## src/rtl/computer_player.sv

```systemverilog
// rtl/computer_player.sv - computer opponent: LFSR-driven move decisions paced by a tick divider
module computer_player #(
    parameter int               WIDTH  = 10,
    parameter int               PERIOD = 4,
    parameter logic [WIDTH-1:0] SEED   = WIDTH'(1),
    parameter int               CW     = 4
) (
    input  logic             clk,
    input  logic             reset,
    input  logic             enable,
    input  logic             freeze,
    input  logic             clear,
    input  logic             mode,
    input  logic [WIDTH-1:0] threshold,
    output logic             move,
    output logic [WIDTH-1:0] random,
    output logic [CW-1:0]    move_count,
    output logic             busy
);

    localparam int DW = (PERIOD > 2) ? $clog2(PERIOD) : 1;
    localparam logic [DW-1:0] DIV_LAST = DW'(PERIOD - 1);

    typedef enum logic [1:0] {
        S_IDLE   = 2'd0,
        S_RUN    = 2'd1,
        S_FREEZE = 2'd2
    } state_t;

    state_t           r_state;
    state_t           w_state_nx;
    logic [DW-1:0]    r_div;
    logic [WIDTH-1:0] r_lfsr;
    logic [WIDTH-1:0] w_lfsr_nx;
    logic             r_move;
    logic [CW-1:0]    r_count;
    logic             w_tick;
    logic             w_hit;

    // Tick is judged on the current state, so a tick in the cycle RUN is left still completes.
    assign w_tick    = (r_state == S_RUN) && (r_div == DIV_LAST);
    assign w_hit     = mode ? (threshold != '0) : (threshold > r_lfsr);
    assign w_lfsr_nx = {r_lfsr[WIDTH-2:0], r_lfsr[WIDTH-1] ^ r_lfsr[WIDTH-4]};

    assign move       = r_move;
    assign random     = r_lfsr;
    assign move_count = r_count;
    assign busy       = (r_state == S_RUN);

    // State register.
    always_ff @(posedge clk or negedge reset) begin
        if (!reset) begin
            r_state <= S_IDLE;
        end else begin
            r_state <= w_state_nx;
        end
    end

    // Next-state logic: freeze beats enable; only clear leaves FREEZE.
    always_comb begin
        w_state_nx = r_state;
        case (r_state)
            S_IDLE: begin
                if (freeze) begin
                    w_state_nx = S_FREEZE;
                end else if (enable) begin
                    w_state_nx = S_RUN;
                end
            end
            S_RUN: begin
                if (freeze) begin
                    w_state_nx = S_FREEZE;
                end else if (!enable) begin
                    w_state_nx = S_IDLE;
                end
            end
            S_FREEZE: begin
                if (clear) begin
                    w_state_nx = S_IDLE;
                end
            end
            default: w_state_nx = S_IDLE;
        endcase
    end

    // Tick divider: counts only while staying in RUN, so every RUN entry starts at 0.
    always_ff @(posedge clk or negedge reset) begin
        if (!reset) begin
            r_div <= '0;
        end else if (clear || (r_state != S_RUN) || (w_state_nx != S_RUN) || w_tick) begin
            r_div <= '0;
        end else begin
            r_div <= r_div + DW'(1);
        end
    end

    // LFSR: reseeds on clear or lock-up, otherwise advances only on a tick.
    always_ff @(posedge clk or negedge reset) begin
        if (!reset) begin
            r_lfsr <= SEED;
        end else if (clear || (r_lfsr == '0)) begin
            r_lfsr <= SEED;
        end else if (w_tick) begin
            r_lfsr <= w_lfsr_nx;
        end
    end

    // Move pulse: one cycle after a tick whose decision used the pre-advance random value.
    always_ff @(posedge clk or negedge reset) begin
        if (!reset) begin
            r_move <= 1'b0;
        end else begin
            r_move <= w_tick && w_hit;
        end
    end

    // Saturating move counter; clear wins over a same-cycle increment.
    always_ff @(posedge clk or negedge reset) begin
        if (!reset) begin
            r_count <= '0;
        end else if (clear) begin
            r_count <= '0;
        end else if (r_move && (r_count != '1)) begin
            r_count <= r_count + CW'(1);
        end
    end

endmodule

```

## config.mk

```make
export PLATFORM = sky130hd
export DESIGN_NAME = computer_player
export DESIGN_NICKNAME = d
export VERILOG_FILES = /design/src/rtl/computer_player.sv
export SDC_FILE = /design/constraint.sdc
export NUM_CORES = 1
export LEC_CHECK = 0
export ABC_AREA = 1
export ABC_CLOCK_PERIOD_IN_PS = 4100
export CELL_PAD_IN_SITES_DETAIL_PLACEMENT = 0
export CELL_PAD_IN_SITES_GLOBAL_PLACEMENT = 1
export CORE_MARGIN = 2
export CORE_UTILIZATION = 37
export DETAILED_ROUTE_END_ITERATION = 8
export PLACE_DENSITY = 0.89
export SETUP_SLACK_MARGIN = 0.1
export SLEW_MARGIN = 10
export SYNTH_ARGS = -nofsm -noshare
export SYNTH_HDL_FRONTEND = slang
export SYNTH_SLANG_ARGS = --single-unit
```

## constraint.sdc

```tcl
create_clock -name clk -period 4.1 [get_ports clk]
set_clock_uncertainty 0.2 [all_clocks]
set_input_delay 0.82 -clock clk [delete_from_list [all_inputs] [get_ports clk]]
set_output_delay 0.82 -clock clk [all_outputs]
set_load 0.005 [all_outputs]
```

After elaboration in Yosys (flattened, before gate mapping)

Index checks and enable logic that the tools add are counted.

Register bits: 19
Bits in latches: 0
RAM bits: 0
Bits in read-only memories: 0
Output and inout port bits: 16
Word-level logic and storage cells: 39
Memories kept: 0

Add/sub/neg operators: 2
Multiply operators: 0
Div/mod/pow operators: 0
Order comparisons: 1
Eq/ne operators: 6
Shift-type cells: 0
Muxes and demuxes: 12
Bitwise gates (word level): 1
Reductions and logical operators: 12

Operators by type and width:

| operator                                                                 | number |
|---|---|
| 10-bit 2-to-1 mux                                                        | 2 |
| 2-bit 2-to-1 mux                                                         | 6 |
| 10-bit > comparator                                                      | 1 |
| 10-bit logical NOT                                                       | 1 |
| 10-bit nonzero test                                                      | 1 |
| 4-bit 2-to-1 mux                                                         | 2 |
| 2-bit one-hot mux with 3 select lines                                    | 1 |
| 4-bit by 1-bit adder with 4-bit output (second input constant)           | 1 |
| 2-bit equality test (second input constant)                              | 2 |
| 1-bit logical OR                                                         | 4 |
| 2-bit by 1-bit inequality test with 1-bit output (second input constant) | 2 |
| 4-bit inequality test (second input constant)                            | 1 |
| 2-bit nonzero test                                                       | 2 |
| 1-bit logical AND                                                        | 3 |
| 2-bit by 1-bit adder with 2-bit output (second input constant)           | 1 |
| 2-bit by 1-bit equality test with 1-bit output (second input constant)   | 1 |
| 2-bit logical NOT                                                        | 1 |
| 1-bit 2-to-1 mux                                                         | 1 |
| 1-bit bitwise XOR                                                        | 1 |

Longest topological paths before layout

Gate-level depths: netlist of run 1.

Depth after elaboration: 7
Mapped depth: 10
Mapped depth without buffers: 10

Worst setup path after synthesis of run 1

Ideal clock, no wire load.

Kind: in2reg
Start point: input threshold[9]
End point: register r_move (netlist: move)
Library setup time: 77 ps
Arrival time: 1,602 ps
Data required time: 3,823 ps
Path slack: 2,221 ps
Stages on the path: 7
Path buffers: 0
Cells stage by stage: ha_1 > nand2_1 > nor2_1 > nand3_1 > nand3_1 > nand2_1 > a21oi_1

Longest elaborated chain between the ends: 3
Elaborated cells on any way between the ends: 4
Classes of those cells: 1 x order compare; 1 x mux; 2 x reduce/logical

RTL lines:

| what                                                              | line | source |
|---|---|---|
| start: declaration                                                | 14   | `input logic [WIDTH-1:0] threshold,` |
| 10-bit > comparator / 10-bit nonzero test (equally long branches) | 42   | `assign w_hit = mode ? (threshold != '0) : (threshold > r_lfsr);` |
| 1-bit 2-to-1 mux *                                                | 42   |  |
| 1-bit logical AND *                                               | 113  | `r_move <= w_tick && w_hit;` |
| end signal: assignment                                            | 113  |  |
| end: declaration                                                  | 35   | `logic r_move;` |

Every way passes the cells marked *; elsewhere a longest branch is shown, timed or not.
A chain may end at the register's enable or synchronous reset.

Worst setup path after layout of run 1

Start point: register r_state[1]
End point: output busy

Longest elaborated chain between the ends: 1

RTL lines:

| what                                           | line | source |
|---|---|---|
| start: declaration                             | 30   | `state_t r_state;` |
| start signal: assignment                       | 55   | `r_state <= w_state_nx;` |
| 2-bit by 1-bit equality test with 1-bit output | 48   | `assign busy = (r_state == S_RUN);` |
| end: declaration                               | 18   | `output logic busy` |

Every way passes these cells.

==> results of run 1 <==
state kept, by name, summed over array words and instances, names as in the netlist:
name        cells
random         10
move_count      4
r_div           2
r_state         2
move            1
area by class of cell:
class	instances	share of cell area
clock buffers	3	0.0146
clock inverters	1	0.00325
inverters	26	0.0634
multi-input cells	99	0.372
flip-flops and latches	19	0.310
well taps	44	0.0357
repair buffers	31	0.201
synthesized netlist by cell type:
cell type	instances
nor3b_1	1
a21oi_1	6
nand3_1	5
nor3_1	1
buf_6	1
xnor2_1	1
inv_1	25
ha_1	12
nand2_1	28
or2_1	1
dfstp_2	1
nand3_4	1
nor4_1	1
o21ai_2	1
clkinv_1	1
buf_2	1
nor2_1	18
nand2_2	2
nand4_1	11
o21ai_0	9
o2111ai_1	1
dfrtp_1	18
metrics by stage:
stage | area [um2] | instances
2_1_floorplan | 1160 | 146
3_3_place_gp | 1510 | 219
3_5_place_dp | 1510 | 219
4_1_cts | 1540 | 223
5_1_grt | 1540 | 223
6_report | 1540 | 223
per-layer routing:
metal | share of wire | vias to the layer above | routed length (um)
li1 | - | 541 | -
met1 | 0.44 | 512 | 1190
met2 | 0.52 | 30 | 1390
met3 | 0.037 | 0 | 100
met4 | 0 | 0 | 0
met5 | 0 | - | 0
cells by family after synthesis:
logic type | after synthesis | share of synthesized area
AO/OA/AOI/OAI | 17 | 0.0796
XOR/XNOR | 1 | 0.00753
adder cells (fa/ha/maj) | 12 | 0.129
buffers and inverters | 28 | 0.0978
flip-flops | 19 | 0.410
AND/OR/NAND/NOR | 69 | 0.276
placed cells by master, fill, tap and decap left out, types with 2 or more instances in the layout:
cell type,count
nand2_1,28
a21oi_1,6
clkdlybuf4s50_1,31
nand3_1,5
clkbuf_4,3
nor2_1,18
inv_1,25
dfrtp_1,18
o21ai_0,9
nand2_2,2
ha_1,12
nand4_1,11
worst max-delay path by stage:
stage                         startpoint              to  slack, ns  cells after the start
global route        r_state[1]$_DFF_PN0_            busy       1.49                      2
finish              r_state[1]$_DFF_PN0_            busy       1.57                      2
CTS                 r_state[1]$_DFF_PN0_            busy       1.56                      2
detailed placement          threshold[9]  move$_DFF_PN0_       1.63                      8
global placement            threshold[9]  move$_DFF_PN0_       1.71                      8
floorplan                   threshold[9]  move$_DFF_PN0_       2.22                      7
power by group through the flow:
stage	combinational [uW]	clock, uW	sequential (uW)
2_1_floorplan	20.2	0	196
3_3_place_gp	44.7	0	196
3_5_place_dp	46.2	0	196
4_1_cts	46.5	99.8	193
5_1_grt	52.8	108	193
6_report	45.8	97.2	193
==> impl_metrics.tcl, run 1 <==
set metrics [dict create \
    status "finished, final reports clean" \
    r2r_setup_slack_ns 2.34 \
    power_density_mw_per_mm2 218 \
    whs_path_depth 1 \
    leakage_uw 0.000704 \
    via_count 1083 \
    use_met1 0.200 \
    cts_setup_buffers 0 \
    cts_tree "built" \
    clkPwrFrac 0.289 \
    coreArea_mm2 0.00303 \
    place_hpwl_um 2170 \
    tns_ns 0 \
    rr_endpoint "random[8]$_DFFE_PN0P_" \
    grt_pass1_vias 1095 \
    antenna_found_initial 0 \
    end_kind "output port" \
    worst_pin_slew_ns 0.843 \
    ys_types 22 \
    switching_share 0.256 \
    cts_sinks 19 \
    antenna_cells 0 \
    num_io_pins 32 \
    finalSetupViolCount 0 \
    place_congestion 0.802 \
    clk_latency_ns 0.30 \
    regToRegStartpoint "random[0]$_DFFE_PN1P_" \
    dieWidth_um 60.1 \
    syn_area_per_cell_um2 7.97 \
    preCtsSetupSlack_ns 1.63 \
    post_cts_resized 0 \
    yosys-top-cells-area "dfrtp_1 (39%), ha_1 (13%), nand2_1 (9.0%)" \
    yosysSeqAreaShare 0.410 \
    rsz0062_at_grt "false" \
    drtAntennaViolNets 0 \
    min_period_ns 2.53 \
    rows 20 \
    yosys_warnings 0 \
    crit_chain "nor2_1 > clkdlybuf4s50_1" \
    holdBufCountCts 0 \
    htree_num_levels 1 \
    seqPwrFrac 0.574 \
    path_delay_family "buffers and inverters" \
    fmax_mhz 395 \
    irDropWorstVdd_mv 0.0860 \
    grt_pass1_wl_um 4600 \
    cp-start-kind "flip-flop" \
    slowest_delay_ns 0.55 \
    clock_path_buffers 2 \
    cts_root_buf "clkbuf_4" \
    met3_usage 0.0130 \
    grt-ovfl-total 0 \
    hold_path_end "r_div[0]$_DFF_PN0_" \
    fillers 324 \
    critPathKind "reg2out" \
    vias_per_cell 4.86 \
    required_ns 3.08 \
    layout.nets 208 \
    synth_top_cell_area_share 0.387 \
    register_area_um2 477 \
    hold_path.class "reg2reg" \
    dieArea_mm2 0.00361 \
    period_share 0.618 \
    clk_pin_slew_ns 0.12 \
    ys_ff_latch 19 \
    dr.pass1.iters 4 \
    multi_input_comb_area_um2 573 \
    synth_area_leader_cell "dfrtp_1" \
    hold_viol 0 \
    p_int_uw 250 \
    start_util 0.384 \
    cap_violations 0 \
    comb_power_share 0.137 \
    die_h_um 60.1 \
    crit_path_max_fanout 4 \
    routedWlPerCell_um 12.0 \
    met2_usage 0.307 \
    grt_usage 0.165 \
    grt_max_degree 20 \
    rr_worst_depth 5 \
    drt_iter0_drc 41 \
    cts_made_buffers 3 \
    fin_util 0.509 \
    worst_hold_startpoint "r_div[0]$_DFF_PN0_" \
    cp.arrival_ns 1.51 \
    place.port_buffers 31 \
    timing.final.ws_setup_ns 1.57 \
    drive_gt1_frac 0.0503 \
    wirelength_um 2680 \
    busiest_layer "met2" \
    hold_slack_ns 0.259 \
    path_buf_inv 1 \
    area_delta_synth_final_pct 32.4 \
    p_total_uw 336 \
    syn-instance-count 146 \
    synthesis.nets 174 \
    maxSlewHeadroom 0.436 \
    p_switching_uw 86.1 \
    netlist_area_mm2 0.00116 \
    drc 0 \
    critPathSlowestCell "clkdlybuf4s50_1" \
    drv_slew 0 \
]
(Power assumes the default switching activity.)
==> run 2, diff against run 1 <==
- ABC_CLOCK_PERIOD_IN_PS: 4100 -> 2150
- CORE_UTILIZATION: 37 -> 31
- PLACE_DENSITY: 0.89 -> 0.8
- clock period: 4.1 -> 2.15 ns (I/O delays scaled with it)
==> run 2 against run 1 <==
Non-clock buffer count up 2. Utilization is 7.2 points lower. Critical path depth is 1 lower. Global-route usage fell by 2.9 points. First-iteration DRC count decreased by 59%. Wire length fell by 3.5%. Combinational power increased by 98%.
==> impl_metrics.tcl, run 2 (synthesis results as in run 1) <==
set metrics [dict create \
    status "finished, final reports clean" \
    fmax_mhz 504 \
    timing.final.ws_setup_ns 0.167 \
    hold_slack_ns 0.235 \
    cts_setup_buffers 0 \
    num_io_pins 32 \
    critPathKind "reg2out" \
    fillers 359 \
    cts_tree "built" \
    hold_viol 0 \
    seqPwrFrac 0.526 \
    grt_pass1_wl_um 4630 \
    routedWlPerCell_um 11.3 \
    drt_iter0_drc 17 \
    vias_per_cell 4.58 \
    rows 22 \
    grt_pass1_vias 1110 \
    path_delay_family "flip-flops" \
    drv_slew 0 \
    period_share 0.922 \
    grt_max_degree 20 \
    critPathSlowestCell "dfstp_2" \
    clock_path_buffers 2 \
    layout.nets 210 \
    irDropWorstVdd_mv 0.172 \
    dieWidth_um 65.3 \
    coreArea_mm2 0.00363 \
    clk_latency_ns 0.25 \
    hold_path.class "reg2reg" \
    cts_made_buffers 3 \
    cts_root_buf "clkbuf_8" \
    register_area_um2 478 \
    clk_pin_slew_ns 0.07 \
    largest_reg_flops 10 \
    clkPwrFrac 0.345 \
    holdBufCountCts 0 \
    grt-ovfl-total 0 \
    crit_chain "clkdlybuf4s50_1" \
    leakage_uw 0.000721 \
    comb_power_share 0.129 \
    min_period_ns 1.98 \
    busiest_layer "met2" \
    power_density_mw_per_mm2 443 \
    place_hpwl_um 2140 \
    finalSetupViolCount 0 \
    drive_gt1_frac 0.0718 \
    cp-start-kind "flip-flop" \
    path_buf_inv 1 \
    place_congestion 0.776 \
    cts_sinks 19 \
    drc 0 \
    cp.arrival_ns 1.35 \
    htree_num_levels 1 \
    drtAntennaViolNets 0 \
    p_switching_uw 165 \
    antenna_cells 0 \
    dieArea_mm2 0.00426 \
    area_delta_synth_final_pct 36.5 \
    fin_util 0.437 \
    switching_share 0.234 \
    cap_violations 0 \
    multi_input_comb_area_um2 581 \
    end_kind "output port" \
    p_int_uw 539 \
    maxSlewHeadroom 0.755 \
    preCtsSetupSlack_ns 0.104 \
    place.port_buffers 31 \
    dr.pass1.iters 4 \
    start_util 0.320 \
    via_count 1048 \
    met3_usage 0.0223 \
    met2_usage 0.249 \
    final_cell_mix "clkdlybuf4s50_1 (31), nand2_1 (28), inv_1 (25)" \
    required_ns 1.52 \
    mostFrequentLayoutCell "clkdlybuf4s50_1" \
    use_met1 0.164 \
    crit_path_max_fanout 5 \
    die_h_um 65.3 \
    wirelength_um 2580 \
    worst_pin_slew_ns 0.368 \
    tns_ns 0 \
    grt_usage 0.136 \
    antenna_found_initial 0 \
    rsz0062_at_grt "false" \
    slowest_delay_ns 0.58 \
]
## run 2: worst paths after layout
path / start / endpoint / slack [ns] / depth (start not counted)
setup reg to reg: random[0]$_DFFE_PN1P_ / random[6]$_DFFE_PN0P_ / 0.41 / 5
hold / removal: r_div[0]$_DFF_PN0_ / r_div[0]$_DFF_PN0_ / 0.23 / 1
hold reg to reg: r_div[0]$_DFF_PN0_ / r_div[0]$_DFF_PN0_ / 0.23 / 1
setup / recovery: random[0]$_DFFE_PN1P_ / random[0] / 0.17 / 1
min in group asynchronous: reset / move_count[0]$_DFFE_PN0P_ / 0.31 / 2
max in group asynchronous: reset / random[0]$_DFFE_PN1P_ / 1.18 / 2
## run 2: power by group through the flow
stage          sequential, uW  clock (uW)  combinational, uW
6_report                  371         243               90.9
5_1_grt                   372         265                105
4_1_cts                   368         249               91.6
3_5_place_dp              374           0               90.5
3_3_place_gp              374           0               88.4
2_1_floorplan             373           0               38.5
## run 2: final cells by class
type,count,area share
inverters,26,0.0615
well taps,48,0.0378
flip-flops and latches,19,0.301
multi-input cells,99,0.366
repair buffers,33,0.205
clock inverters,1,0.00315
clock buffers,3,0.0260
## run 2: through the flow
| step | total power, uW | std cells | instance area (um2) |
|---|---|---|---|
| 2_1_floorplan | 412 | 146 | 1160 |
| 3_3_place_gp | 462 | 225 | 1530 |
| 3_5_place_dp | 465 | 225 | 1530 |
| 6_report | 704 | 229 | 1590 |
| 4_1_cts | 709 | 229 | 1580 |
| 5_1_grt | 741 | 229 | 1590 |
## run 2: timing repair
item	CTS	global route
endpoints found under the hold margin	0	0
gates resized for setup	1	2
endpoints found under the setup margin	1	1
## run 2: layer usage
layer | part of all wire | vias up
met2 | 0.49 | 24
li1 | - | 544
met3 | 0.043 | 2
met5 | 0 | -
met4 | 0.0066 | 0
met1 | 0.46 | 478
==> run 3, diff against run 2 <==
- ABC_CLOCK_PERIOD_IN_PS: 2150 -> not set
==> results of run 3 <==
Final layout, timing and power as in run 2 (identical DEF).
==> RTL change 1, RTL diff (flow settings as in run 1) <==
Encoding of `state_t`: now one-hot (3 bits for 3 states).
--- a/src/rtl/computer_player.sv
+++ b/src/rtl/computer_player.sv
@@ -22,8 +22,8 @@
     localparam logic [DW-1:0] DIV_LAST = DW'(PERIOD - 1);
 
-    typedef enum logic [1:0] {
-        S_IDLE   = 2'd0,
-        S_RUN    = 2'd1,
-        S_FREEZE = 2'd2
+    typedef enum logic [2:0] {
+        S_IDLE   = 3'b001,
+        S_RUN    = 3'b010,
+        S_FREEZE = 3'b100
     } state_t;
 
Check against the original RTL: no difference found for any inputs over 10 cycles, from zero or initial values and one cycle with reset low; not proved beyond that.
==> RTL change 1 against run 1 <==
Final area increased by 8.0%. Sequential cell count increased by 1. Routed wire length up 5.3%. Via count up 3.1%. Area after synthesis increased by 8.3%. Worst setup slack got worse by 0.038 ns. Non-clock buffer count did not move. Cell count is 4.9% higher. Sequential share of layout area decreased by 0.72 points. Critical path type unchanged.
Power is not compared: it rests on default switching activity, and its combinational part moved more than twofold at a synthesized area within 25%.
==> RTL change 1: results (changes against run 1) <==
status - complete, no violations (unchanged)
Worst slew margin - 0.397 (was 0.436)
first-pass GRT wire length - 4.74 mm (was 4.60 mm)
Non-clk invs - 28 (was 26)
layout cell share with drive strength beyond 1 - 0.0798 (was 0.0503)
R2R depth - 8 (was 5)
DRT iter0 DRCs - 54 (was 41)
signal buffers share of area - 0.186 (was 0.201)
RR Startpoint - random[9]$_DFFE_PN0P_ (was random[0]$_DFFE_PN1P_)
Slowest-stage cell, CP - dfstp_2 (was clkdlybuf4s50_1)
reg2reg setup slack - 2.39 ns (was 2.34 ns)
cell count after placement - 230 (was 219)
Via density - 4.77 (was 4.86)
cell family with most CP delay - flip-flops (was buffers and inverters)
vias in the first global route - 1111 (was 1095)
fillers - 346 (was 324)
WL per Instance - 12.1 microns (was 12.0 microns)
Post-Syn Area per Cell - 8.24 sq um (was 7.97 sq um)
sequential share of the synthesized area - 0.399 (was 0.410)
area occupied by multi-input gates - 652 sq um (was 573 sq um)
WP data arrival - 1.55 ns (was 1.51 ns)
Net Count, Synth - 181 (was 174)
Hold WS - 0.255 ns (was 0.259 ns)
DP Wirelength - 2.30 mm (was 2.17 mm)
Yosys cell types - 24 (was 22)
Total GRT Usage - 0.154 (was 0.165)
final WL - 2.82 mm (was 2.68 mm)
clock buffers - 4 (was 3)
Synth area leaders - dfrtp_1 36%, ha_1 12%, nand2_1 8.3%, inv_1 8.0%, nand3_1 6.0% (was dfrtp_1 39%, ha_1 13%, nand2_1 9.0%, inv_1 8.1%, nand4_1 5.9%)
Critical path origin - r_state[0]$_DFF_PN1_ (was r_state[1]$_DFF_PN0_)
layout net count - 217 (was 208)
Layout clock area frac - 0.0218 (was 0.0179)
[RTL change 1: logic make-up (layout without fill, tap and decap cells)]
kind of cell / count (synthesis) / after routing / synth area share
fa+ha+maj: 12 / 12 / 0.119
simple gates: 69 / 69 / 0.284
buf+inv: 28 / 63 / 0.0834
compound gates: 22 / 22 / 0.100
xor+xnor: 2 / 2 / 0.0139
flops: 20 / 20 / 0.399
[RTL change 1: routing by layer]
metal,up-vias,GRT usage,share of wire
li1,566,-,-
met1,525,0.186,0.44
met2,24,0.284,0.52
met3,2,0.0199,0.036
met4,0,0.0500,0.0050
met5,-,0,0
[RTL change 1: metrics by stage]
| stage | worst slack [ns] | instance area [sq um] |
|---|---|---|
| global route | 1.44 | 1660 |
| floorplan | 2.22 | 1260 |
| detailed placement | 1.65 | 1630 |
| CTS | 1.49 | 1660 |
| finish | 1.53 | 1660 |
| global placement | 1.72 | 1630 |
==> RTL change 2, RTL diff (config.mk and constraints of run 1) <==
Without the edit above. Set the parameter `WIDTH` to 20 (it was 10).
--- a/src/rtl/computer_player.sv
+++ b/src/rtl/computer_player.sv
@@ -1,5 +1,5 @@
 // rtl/computer_player.sv - computer opponent: LFSR-driven move decisions paced by a tick divider
 module computer_player #(
-    parameter int               WIDTH  = 10,
+    parameter int               WIDTH  = 20,
     parameter int               PERIOD = 4,
     parameter logic [WIDTH-1:0] SEED   = WIDTH'(1),
Interface: changed (resized random and threshold); port bits go from 32 to 52. The function was not compared with the original's and may differ.
==> RTL change 2 against run 1 <==
Worst setup slack better by 0.12 ns. Area after synthesis increased by 66%. Die area increased by 61%. Final area rose by 69%. Combinational power grew 61%. Sequential cell count increased by 10. Routed wire length rose by 76%. Total power rose by 85%. Via count increased by 67%. Sequential share of layout area fell by 3.0 points. Critical path type unchanged. Largest power group unchanged.
==> RTL change 2: results (changes against run 1) <==
pre-CTS WS - 1.44 ns (was 1.63 ns)
layout net count - 351 (was 208)
port bufs - 51 (was 31)
FF-to-FF End - move$_DFF_PN0_ (was random[8]$_DFFE_PN0P_)
worst vdd ir - 144 uV (was 86.0 uV)
layout cell share with drive strength beyond 1 - 0.0921 (was 0.0503)
vias in the first global route - 1700 (was 1095)
met2 usage in global routing - 0.283 (was 0.307)
total vias in the final route - 1813 (was 1083)
commonest cells in the netlist - 77 x nand2_1, 36 x inv_1, 28 x dfrtp_1, 22 x ha_1, 20 x nor2_1 (was 28 x nand2_1, 25 x inv_1, 18 x dfrtp_1, 18 x nor2_1, 12 x ha_1)
DP Wirelength - 3.61 mm (was 2.17 mm)
sequential share of the synthesized area - 0.375 (was 0.410)
DRT iter0 DRCs - 112 (was 41)
cell family with most CP delay - flip-flops (was buffers and inverters)
reg2reg setup slack - 1.98 ns (was 2.34 ns)
post-route minimum period - 2.41 ns (was 2.53 ns)
Clock Latency Late Sink - 0.28 ns (was 0.30 ns)
Worst slew margin - 0.521 (was 0.436)
slowest stage delay, CP - 0.59 ns (was 0.55 ns)
status - complete, no violations (unchanged)
H-tree depth - 2 (was 1)
Total GRT Usage - 0.171 (was 0.165)
GR Util met3 - 0.0379 (was 0.0130)
Critical path origin - random[0]$_DFFE_PN1P_ (was r_state[1]$_DFF_PN0_)
Slowest-stage cell, CP - dfstp_2 (was clkdlybuf4s50_1)
placed cell area - 0.00250 sq mm (was 0.00151 sq mm)
Top Layer Used - met4 (was met3)
Net Count, Synth - 297 (was 174)
routed length on met1 - 2.15 mm (was 1.19 mm)
critical path peak fanout - 5 (was 4)
max reg flops - 20 (was 10)
metal3 WL - 229 microns (was 100 microns)
RTL change 2: changes by cell type in the layout (fill, tap and decap cells not counted), moves of 11 or more:
cell / change
a21oi_1: +13
inv_1: +11
clkdlybuf4s50_1: +20
nand2_1: +49
RTL change 2: stage by stage:
step            util  cells
2_1_floorplan      -    249
3_3_place_gp   0.493    366
3_5_place_dp   0.493    366
4_1_cts        0.513    374
5_1_grt        0.513    374
6_report       0.513    374
RTL change 2: cell families (layout without fill, tap and decap cells):
logic type,Yosys count,after routing,share of synthesized area
AO/OA/AOI/OAI,35,35,0.111
flip-flops,29,29,0.375
AND/OR/NAND/NOR,120,120,0.276
buffers and inverters,43,98,0.0956
adder cells (fa/ha/maj),22,22,0.142
RTL change 2: worst max-delay path by stage:
stage / to / depth (start not counted)
2_1_floorplan: move$_DFF_PN0_ / 9
3_3_place_gp: move$_DFF_PN0_ / 10
3_5_place_dp: move$_DFF_PN0_ / 10
4_1_cts: random[0] / 1
5_1_grt: move$_DFF_PN0_ / 10
6_report: random[0] / 1
RTL change 2: power breakdown:
| group | leakage, uW | total [uW] | internal (uW) | switching [uW] |
|---|---|---|---|---|
| Combinational | 0.000670 | 73.9 | 37.9 | 36.0 |
| Clock | 0.0000542 | 257 | 151 | 105 |
| Sequential | 0.000399 | 292 | 289 | 2.58 |
| Total | 0.00112 | 622 | 479 | 144 |
RTL change 2: cell type report:
type                       count  area (sq um)  share of cell area
clock buffer                   7          96.3              0.0370
multi-input combinational    177          1020               0.394
tap                           70          87.6              0.0337
inverter                      38           143              0.0548
sequential                    29           727               0.279
timing repair buffer          52           518               0.199
clock inverter                 1          5.00             0.00192
